<file path="src/rtl/algo_yuv444_2rgb888_if.sv">
// rtl/algo_yuv444_2rgb888_if.sv - YCbCr 4:4:4 in / RGB888 out pixel bus with sync signals
interface algo_yuv444_2rgb888_if;
  logic [7:0] i_y_8b;
  logic [7:0] i_cb_8b;
  logic [7:0] i_cr_8b;
  logic       i_vs;
  logic       i_hs;
  logic       i_data_en;
  logic [7:0] o_r_8b;
  logic [7:0] o_g_8b;
  logic [7:0] o_b_8b;
  logic       o_vs;
  logic       o_hs;
  logic       o_data_en;

  modport master (
    output i_y_8b, i_cb_8b, i_cr_8b, i_vs, i_hs, i_data_en,
    input  o_r_8b, o_g_8b, o_b_8b, o_vs, o_hs, o_data_en
  );

  modport slave (
    input  i_y_8b, i_cb_8b, i_cr_8b, i_vs, i_hs, i_data_en,
    output o_r_8b, o_g_8b, o_b_8b, o_vs, o_hs, o_data_en
  );
endinterface

</file>
<file path="src/rtl/algo_yuv444_2rgb888.sv">
// rtl/algo_yuv444_2rgb888.sv - 4-stage BT.601 YCbCr444 to RGB888 converter with matched sync delay
// Define ALGO_YUV2RGB_FULL_RANGE_EN for full-range (JPEG) coefficients; default is studio range.
module algo_yuv444_2rgb888 #(
  parameter bit OUT_BLANK = 1'b1
) (
  input logic                   clk,
  input logic                   rst_n,
  algo_yuv444_2rgb888_if.slave  pix
);

`ifdef ALGO_YUV2RGB_FULL_RANGE_EN
  localparam logic signed [9:0]  Y_OFS = 10'sd0;
  localparam logic signed [19:0] K_Y   = 20'sd256;
  localparam logic signed [19:0] K_RCR = 20'sd359;
  localparam logic signed [19:0] K_GCB = 20'sd88;
  localparam logic signed [19:0] K_GCR = 20'sd183;
  localparam logic signed [19:0] K_BCB = 20'sd454;
`else
  localparam logic signed [9:0]  Y_OFS = 10'sd16;
  localparam logic signed [19:0] K_Y   = 20'sd298;
  localparam logic signed [19:0] K_RCR = 20'sd409;
  localparam logic signed [19:0] K_GCB = 20'sd100;
  localparam logic signed [19:0] K_GCR = 20'sd208;
  localparam logic signed [19:0] K_BCB = 20'sd516;
`endif

  localparam logic signed [19:0] ROUND = 20'sd128;

  logic signed [9:0]  yo;
  logic signed [8:0]  cbo;
  logic signed [8:0]  cro;
  logic signed [19:0] p_y;
  logic signed [19:0] p_rcr;
  logic signed [19:0] p_gcb;
  logic signed [19:0] p_gcr;
  logic signed [19:0] p_bcb;
  logic signed [19:0] s_r;
  logic signed [19:0] s_g;
  logic signed [19:0] s_b;
  logic [3:0]         vs_sr;
  logic [3:0]         hs_sr;
  logic [3:0]         den_sr;
  logic [7:0]         r_q;
  logic [7:0]         g_q;
  logic [7:0]         b_q;
  logic [7:0]         r_c;
  logic [7:0]         g_c;
  logic [7:0]         b_c;
  logic               blank;
  logic               unused_lsbs;

  // Operates on sum[19:8], i.e. the floor of sum/256; bit 11 is the sign.
  function automatic logic [7:0] clamp8(input logic [11:0] q);
    if (q[11])
      return 8'd0;
    else if (|q[10:8])
      return 8'hFF;
    else
      return q[7:0];
  endfunction

  always_comb begin
    r_c   = clamp8(s_r[19:8]);
    g_c   = clamp8(s_g[19:8]);
    b_c   = clamp8(s_b[19:8]);
    blank = OUT_BLANK && !den_sr[2];
  end

  assign unused_lsbs = ^{s_r[7:0], s_g[7:0], s_b[7:0]};

  always_ff @(posedge clk or negedge rst_n) begin
    if (!rst_n) begin
      yo     <= '0;
      cbo    <= '0;
      cro    <= '0;
      p_y    <= '0;
      p_rcr  <= '0;
      p_gcb  <= '0;
      p_gcr  <= '0;
      p_bcb  <= '0;
      s_r    <= '0;
      s_g    <= '0;
      s_b    <= '0;
      r_q    <= '0;
      g_q    <= '0;
      b_q    <= '0;
      vs_sr  <= '0;
      hs_sr  <= '0;
      den_sr <= '0;
    end else begin
      yo     <= $signed({2'b00, pix.i_y_8b}) - Y_OFS;
      cbo    <= $signed({1'b0, pix.i_cb_8b}) - 9'sd128;
      cro    <= $signed({1'b0, pix.i_cr_8b}) - 9'sd128;

      p_y    <= $signed({{10{yo[9]}}, yo}) * K_Y;
      p_rcr  <= $signed({{11{cro[8]}}, cro}) * K_RCR;
      p_gcb  <= $signed({{11{cbo[8]}}, cbo}) * K_GCB;
      p_gcr  <= $signed({{11{cro[8]}}, cro}) * K_GCR;
      p_bcb  <= $signed({{11{cbo[8]}}, cbo}) * K_BCB;

      s_r    <= p_y + p_rcr + ROUND;
      s_g    <= p_y - p_gcb - p_gcr + ROUND;
      s_b    <= p_y + p_bcb + ROUND;

      // den_sr[2] becomes o_data_en on this same edge, so it gates the RGB register.
      r_q    <= blank ? 8'd0 : r_c;
      g_q    <= blank ? 8'd0 : g_c;
      b_q    <= blank ? 8'd0 : b_c;

      vs_sr  <= {vs_sr[2:0], pix.i_vs};
      hs_sr  <= {hs_sr[2:0], pix.i_hs};
      den_sr <= {den_sr[2:0], pix.i_data_en};
    end
  end

  assign pix.o_r_8b    = r_q;
  assign pix.o_g_8b    = g_q;
  assign pix.o_b_8b    = b_q;
  assign pix.o_vs      = vs_sr[3];
  assign pix.o_hs      = hs_sr[3];
  assign pix.o_data_en = den_sr[3];

endmodule
</file>
<file path="src/flat_wrapper.sv">
// flat-port wrapper written by rule: the top's interface ports become plain ports
module algo_yuv444_2rgb888_flat 
#(
  parameter bit OUT_BLANK = 1'b1
)
  (clk, rst_n, pix_i_y_8b, pix_i_cb_8b, pix_i_cr_8b, pix_i_vs, pix_i_hs, pix_i_data_en, pix_o_r_8b, pix_o_g_8b, pix_o_b_8b, pix_o_vs, pix_o_hs, pix_o_data_en);
  algo_yuv444_2rgb888_if pix_i ();
  input logic clk;
  input logic rst_n;
  input wire logic [$bits(pix_i.i_y_8b)-1:0] pix_i_y_8b;
  input wire logic [$bits(pix_i.i_cb_8b)-1:0] pix_i_cb_8b;
  input wire logic [$bits(pix_i.i_cr_8b)-1:0] pix_i_cr_8b;
  input wire logic [$bits(pix_i.i_vs)-1:0] pix_i_vs;
  input wire logic [$bits(pix_i.i_hs)-1:0] pix_i_hs;
  input wire logic [$bits(pix_i.i_data_en)-1:0] pix_i_data_en;
  output wire logic [$bits(pix_i.o_r_8b)-1:0] pix_o_r_8b;
  output wire logic [$bits(pix_i.o_g_8b)-1:0] pix_o_g_8b;
  output wire logic [$bits(pix_i.o_b_8b)-1:0] pix_o_b_8b;
  output wire logic [$bits(pix_i.o_vs)-1:0] pix_o_vs;
  output wire logic [$bits(pix_i.o_hs)-1:0] pix_o_hs;
  output wire logic [$bits(pix_i.o_data_en)-1:0] pix_o_data_en;
  assign pix_i.i_y_8b = pix_i_y_8b;
  assign pix_i.i_cb_8b = pix_i_cb_8b;
  assign pix_i.i_cr_8b = pix_i_cr_8b;
  assign pix_i.i_vs = pix_i_vs;
  assign pix_i.i_hs = pix_i_hs;
  assign pix_i.i_data_en = pix_i_data_en;
  assign pix_o_r_8b = pix_i.o_r_8b;
  assign pix_o_g_8b = pix_i.o_g_8b;
  assign pix_o_b_8b = pix_i.o_b_8b;
  assign pix_o_vs = pix_i.o_vs;
  assign pix_o_hs = pix_i.o_hs;
  assign pix_o_data_en = pix_i.o_data_en;
  algo_yuv444_2rgb888 #(.OUT_BLANK(OUT_BLANK)) u_core (.clk(clk), .rst_n(rst_n), .pix(pix_i));
endmodule
</file>
<file path="config.mk">
export PLATFORM = sky130hd
export DESIGN_NAME = algo_yuv444_2rgb888_flat
export DESIGN_NICKNAME = d
export VERILOG_FILES = /design/src/rtl/algo_yuv444_2rgb888_if.sv /design/src/rtl/algo_yuv444_2rgb888.sv /design/src/flat_wrapper.sv
export SDC_FILE = /design/constraint.sdc
export NUM_CORES = 1
export LEC_CHECK = 0
export CAP_MARGIN = 10
export CORE_MARGIN = 5
export CORE_UTILIZATION = 45
export CTS_CLUSTER_SIZE = 16
export DETAILED_ROUTE_END_ITERATION = 16
export DONT_BUFFER_PORTS = 1
export SETUP_SLACK_MARGIN = 0.5
export SYNTH_ARGS = -nofsm -noshare
export SYNTH_HDL_FRONTEND = slang
export SYNTH_SLANG_ARGS = --single-unit
</file>
<file path="constraint.sdc">
create_clock -name clk -period 4.2 [get_ports clk]
set_clock_uncertainty 0.2 [all_clocks]
set_input_delay 1.26 -clock clk [delete_from_list [all_inputs] [get_ports clk]]
set_output_delay 1.26 -clock clk [all_outputs]
set_load 0.05 [all_outputs]
</file>
==> impl_metrics.toml, run 1 <==
[outcome]
status = "finished, final reports clean"

[critical_path]
worst-setup-path-type = "reg -> reg"
cp_top_family = "adder cells"
crit_start = "u_core.cro[0]$_DFF_PN0_"
cp.required_ps = 4350
cp-end-kind = "register"
reg2reg_to = "u_core.p_rcr[16]$_DFF_PN0_"
ff2ff_path_depth = 15
path_cells = "ha_4 -> ha_1 -> inv_1 -> fa_1 -> inv_1 -> ha_1 -> fa_2 -> ha_4 -> nor2b_4 -> o21a_1 -> o21ai_2 -> a21oi_2 -> a211oi_2 -> buf_4 -> xnor2_2"
r2r_setup_slack_ps = 130
critPathBufInv = 3
endpoint = "u_core.p_rcr[16]$_DFF_PN0_"
startpoint_type = "register"
rr_startpoint = "u_core.cro[0]$_DFF_PN0_"
crit_fanout = 3
worst_path_max_delay_cell = "fa_2"
arrival_ps = 4220
cpPeakStageDelay_ps = 590
worstSetupPathDepth = 15

[power]
total_power_mw = 11.2
peakVddDrop_v = 0.000625
p_leak_nw = 7.00
power_density_mw_per_mm2 = 804

[finish]
fill_cells = 2244
diodes = 0
final_common_cell = "ha_1"
multi_input_area_sq_mm = 0.00749
layout.cells.most_common_list = "ha_1 (226), inv_1 (170), dfrtp_1 (166)"
fin_util_pct = 53.2
syn2layout_area_growth_pct = 15.7
nets = 1461
fin_cells = 1471
seqCellArea_sq_mm = 0.00442
drive_gt1_share_pct = 15.0

[timing]
drv_slew = 0
period_minus_slack_ps = 4070
tns_ps = 0
slew_headroom_pct = 60.0
hold_violations = 0
clock.fmax_mhz = 246
rsz0062_at_grt = "yes"
layout_setup_ws_ps = 128
period_share_pct = 96.9
setup_violations = 0
worst_slew_pin_slew_ps = 600

[clocking]
cts.sinks = 176
worstSkewPairLatency_ps = 420
cts_tree = "done"
clk_path_buf_depth = 2
htreeDepth = 4
path_clk_slew_ps = 70
ctsHoldBuffers = 0
clockRootBuffer = "clkbuf_16"
cts_buffers = 17

[detailed_routing]
dr.pass1.iters = 5
avgRoutedWirePerCell_microns = 15.5
vias = 7355
drcViolationCount = 0
ant_nets = 0
drt_iter0_drc = 267
via_per_inst = 5.00
finalWirelength_microns = 22900

[global_route]
grt_pass1_vias = 7377
grt_first_pass_wirelength_microns = 38200
grt_max_degree = 177
antenna_found_initial = 0
track_usage_pct = 15.7
grt_overflow = 0

[worst_hold_path]
hold_path.class = "reg -> reg"

[die]
core_area_sq_mm = 0.0262
ios = 56
dieArea_sq_mm = 0.0301
dieWidth_microns = 174
start_util_pct = 46.0
num_rows = 59
die_y_microns = 174

[yosys]
ys_ff_latch = 176
ys_seq_area_share_pct = 36.6
synthFlopType = "dfrtp_1"
avgSynthCellArea_sq_um = 11.2
synth_edf_count = 0
synth_warnings = 0
ys_types = 54
syn_area_sq_mm = 0.0120
async_reset_ff_share_pct = 100
synthesis.instances = 1075
syn-num-nets = 1413

[placed_design]
place_congestion = 0.849
dp_hpwl_microns = 17700
port_buffers = 0
placedCellCount = 1412
pre_cts_ws_ps = -17.7

[run]
cap_violations = 0
[per-stage QoR]
| step | hold slack (ps) | cell area [sq um] |
|---|---|---|
| after floorplan | 131 | 12200 |
| after global placement | 135 | 12600 |
| after detailed placement | 136 | 12600 |
| after CTS | 153 | 13600 |
| after global routing | 167 | 13900 |
| final | 150 | 13900 |
[layer usage]
| metal | global-route usage [%] | up-vias | part of all wire (%) |
|---|---|---|---|
| li1 | - | 3729 | - |
| met5 | 0 | - | 0 |
| met1 | 23.3 | 3503 | 51 |
| met4 | 4.39 | 0 | 1.7 |
| met3 | 2.64 | 24 | 2.9 |
| met2 | 23.8 | 99 | 44 |
[cells by family (layout without fill, tap and decap cells)]
kind of cell,count (synthesis),in the layout,share of synthesized area (%)
flops,176,176,36.6
buf+inv,188,249,5.86
mux,2,2,0.166
fa+ha+maj,309,309,35.4
simple gates,132,132,5.58
xor+xnor,84,84,6.11
compound gates,184,184,10.3
[registers in the layout (all words and copies together) (netlist names), 9 cells and up]
register	flops
u_core.p_rcr	19
u_core.p_y	18
u_core.p_bcb	15
u_core.p_gcb	15
u_core.p_gcr	12
u_core.s_b	12
u_core.s_g	12
u_core.s_r	12
u_core.yo	9
[what timing repair did]
action | 4_1_cts | 5_1_grt
pin swaps | 34 | 45
buffers inserted | 15 | 12
gates resized for setup | 36 | 51
setup endpoints to repair | 14 | 22
[area by class of cell]
cell class / count / area share [%]
Clock buffer: 17 / 3.05
Clock inverter: 15 / 1.56
Inverter: 180 / 4.87
Multi-Input combinational cell: 711 / 53.8
Sequential cell: 176 / 31.7
Tap cell: 335 / 3.01
Timing Repair Buffer: 37 / 2.07
[power breakdown]
part,total (mW),internal (mW),switching (mW)
Combinational,6.69,3.02,3.67
Clock,1.68,0.923,0.759
Sequential,2.83,2.28,0.549
[how the worst min path moves through the flow]
stage	from	to	slack, ps	cells past startpoint
6_report	u_core.vs_sr[1]$_DFF_PN0_	u_core.vs_sr[2]$_DFF_PN0_	150	0
5_1_grt	u_core.vs_sr[0]$_DFF_PN0_	u_core.vs_sr[1]$_DFF_PN0_	170	0
4_1_cts	u_core.vs_sr[1]$_DFF_PN0_	u_core.vs_sr[2]$_DFF_PN0_	150	0
3_5_place_dp	u_core.vs_sr[1]$_DFF_PN0_	u_core.vs_sr[2]$_DFF_PN0_	140	0
3_3_place_gp	u_core.den_sr[1]$_DFF_PN0_	u_core.den_sr[2]$_DFF_PN0_	140	0
2_1_floorplan	u_core.den_sr[0]$_DFF_PN0_	u_core.den_sr[1]$_DFF_PN0_	130	0
[synthesized netlist by cell type (2+ instances only)]
cell	number	area, sq um
o21bai_1	11	82.6
dfrtp_1	176	4400
a31oi_1	4	25.0
o21ai_0	8	40.0
a221oi_1	3	26.3
nand2_1	18	67.6
or2_2	3	18.8
xnor2_1	66	578
nand4_1	5	31.3
fa_1	53	1060
nor2_1	39	146
inv_1	180	676
o21ai_1	15	75.1
and3_1	5	31.3
a22o_1	3	26.3
or3_1	9	56.3
o21a_1	33	248
nor2b_1	17	106
and2_1	4	25.0
ha_1	256	3200
mux2i_1	2	20.0
nor3b_1	3	22.5
a221o_1	3	30.0
a21oi_2	2	17.5
a31o_1	2	17.5
a211o_1	2	17.5
o211ai_1	2	15.0
o31ai_1	4	30.0
a21o_1	20	150
a211oi_1	8	60.1
nand2b_1	6	37.5
xor2_1	18	158
nor4_1	2	12.5
nand3_1	9	45.0
nor3_1	8	40.0
a311oi_1	2	17.5
clkbuf_1	8	30.0
a22oi_1	3	22.5
a21oi_1	48	240
Power figures use the tool's default switching activity.
==> run 2, diff against run 1 <==
--- a/config.mk
+++ b/config.mk
@@ -12,6 +12,7 @@
 export DETAILED_ROUTE_END_ITERATION = 16
 export DONT_BUFFER_PORTS = 1
 export SETUP_SLACK_MARGIN = 0.5
+export SLEW_MARGIN = 20
 export SYNTH_ARGS = -nofsm -noshare
 export SYNTH_HDL_FRONTEND = slang
 export SYNTH_SLANG_ARGS = --single-unit
==> constraint.sdc (replaced) <==
create_clock -name clk -period 4.42 [get_ports clk]
set_clock_uncertainty 0.2 [all_clocks]
set_input_delay 1.326 -clock clk [delete_from_list [all_inputs] [get_ports clk]]
set_output_delay 1.326 -clock clk [all_outputs]
set_load 0.05 [all_outputs]
==> impl_metrics.toml, run 2 (same netlist as run 1, synthesis figures left out) <==
[outcome]
status = "finished, final reports clean"

[die]
dieArea_sq_mm = 0.0301
ios = 56
die_y_microns = 174
num_rows = 59
dieWidth_microns = 174
core_area_sq_mm = 0.0262
start_util_pct = 46.0

[clocking]
path_clk_slew_ps = 70
ctsHoldBuffers = 0
cts_tree = "done"
cts_buffers = 17
clockRootBuffer = "clkbuf_16"
worstSkewPairLatency_ps = 430
cts.sinks = 176
htreeDepth = 4
clk_path_buf_depth = 2

[finish]
nets = 1458
fin_util_pct = 52.3
layout.cells.most_common_list = "ha_1 (233), inv_1 (172), dfrtp_1 (164)"
diodes = 0
final_common_cell = "ha_1"
top_register = "u_core.p_rcr"
largest_register_ffs = 19
syn2layout_area_growth_pct = 13.8
reg_top3 = "u_core.p_rcr (19), u_core.p_y (18)"
drive_gt1_share_pct = 13.0

[critical_path]
cp-end-kind = "register"
path_common_cell = "ha_4"
rr_startpoint = "u_core.cro[4]$_DFF_PN0_"
arrival_ps = 4190
crit_start = "u_core.cro[4]$_DFF_PN0_"
path_cells = "ha_4 -> ha_4 -> inv_2 -> fa_1 -> inv_2 -> fa_2 -> fa_1 -> ha_4 -> nor2b_4 -> o21a_1 -> o21ai_2 -> a21oi_2 -> a211oi_2 -> a21oi_2 -> xnor2_1"
cp.required_ps = 4540
ff2ff_path_depth = 15
r2r_setup_slack_ps = 340
startpoint_type = "register"
cpPeakStageDelay_ps = 530
worst-setup-path-type = "reg -> reg"
worst_path_max_delay_cell = "fa_1"
critPathBufInv = 2
cp_top_family = "adder cells"
crit_fanout = 3
reg2reg_to = "u_core.p_rcr[18]$_DFF_PN0_"

[run]
cap_violations = 0

[worst_hold_path]
min_from = "u_core.vs_sr[2]$_DFF_PN0_"
hold_path_end = "u_core.vs_sr[3]$_DFF_PN0_"
hold_path.class = "reg -> reg"
whs_path_depth = 0

[placed_design]
place_congestion = 0.832
dp_hpwl_microns = 17900
port_buffers = 0

[timing]
rsz0062_at_grt = "yes"
slew_headroom_pct = 63.5
worst_slew_pin_slew_ps = 547
period_minus_slack_ps = 4080
clock.fmax_mhz = 245
drv_slew = 0
hold_violations = 0
setup_violations = 0
tns_ps = 0
period_share_pct = 92.2

[global_route]
grt_max_degree = 177
track_usage_pct = 15.9
antenna_found_initial = 1
grt_first_pass_wirelength_microns = 38800
grt_overflow = 0
grt_pass1_vias = 7614

[detailed_routing]
drcViolationCount = 0
ant_nets = 0
finalWirelength_microns = 22900
via_per_inst = 5.00
vias = 7340
drt_iter0_drc = 308
avgRoutedWirePerCell_microns = 15.6
dr.pass1.iters = 4

[power]
peakVddDrop_v = 0.000531
p_leak_nw = 6.92
power_density_mw_per_mm2 = 755
[run 2: routing by layer]
metal | vias to the layer above | track usage [%] | share of wire [%]
met4 | 0 | 3.56 | 1.2
met1 | 3501 | 23.1 | 51
met2 | 108 | 24.9 | 45
met5 | - | 0 | 0
met3 | 20 | 2.92 | 3.3
li1 | 3711 | - | -
[run 2: how the worst max path moves through the flow]
stage / slack (ps) / endpoint / depth (start not counted)
floorplan: 400 / u_core.p_rcr[17]$_DFF_PN0_ / 15
global placement: 220 / u_core.p_rcr[17]$_DFF_PN0_ / 15
detailed placement: 60 / u_core.p_rcr[17]$_DFF_PN0_ / 15
CTS: 350 / u_core.p_rcr[17]$_DFF_PN0_ / 15
global route: 230 / u_core.p_rcr[18]$_DFF_PN0_ / 15
finish: 340 / u_core.p_rcr[18]$_DFF_PN0_ / 15
[run 2: where the power goes]
group,internal (mW),switching (mW),leakage [nW],total [mW]
Sequential,2.17,0.526,2.08,2.69
Combinational,2.78,3.42,4.57,6.20
Clock,0.751,0.703,0.276,1.45
[run 2: area by class of cell]
class / instances / area [sq um]
Fill cell: 2258 / 12500
Clock inverter: 14 / 151
Sequential cell: 176 / 4420
Tap cell: 335 / 419
Timing Repair Buffer: 34 / 263
Clock buffer: 18 / 429
Inverter: 180 / 679
Multi-Input combinational cell: 711 / 7350
[run 2: what timing repair did]
item	in CTS	in global routing
pin swaps	13	32
endpoints found under the setup margin	9	15
resized for setup	16	46
setup buffers	7	25
[run 2: per-stage QoR]
stage | power (mW) | cells | area, sq um | hold WS, ps | worst slack [ps]
2_1_floorplan | 7.24 | 1075 | 12200 | 131 | 400
3_3_place_gp | 8.54 | 1404 | 12600 | 133 | 224
3_5_place_dp | 8.64 | 1404 | 12600 | 136 | 57.3
4_1_cts | 10.2 | 1443 | 13300 | 153 | 355
5_1_grt | 11.4 | 1468 | 13700 | 156 | 233
6_report | 10.4 | 1468 | 13700 | 151 | 345
==> run 3, diff against run 2 <==
--- a/config.mk
+++ b/config.mk
@@ -12,6 +12,7 @@
 export DETAILED_ROUTE_END_ITERATION = 16
 export DONT_BUFFER_PORTS = 1
 export SETUP_SLACK_MARGIN = 0.5
+export SKIP_LAST_GASP = 1
 export SLEW_MARGIN = 20
 export SYNTH_ARGS = -nofsm -noshare
 export SYNTH_HDL_FRONTEND = slang
==> results of run 3 <==
Same layout as run 2: the final DEF is identical, and so are final timing and power.
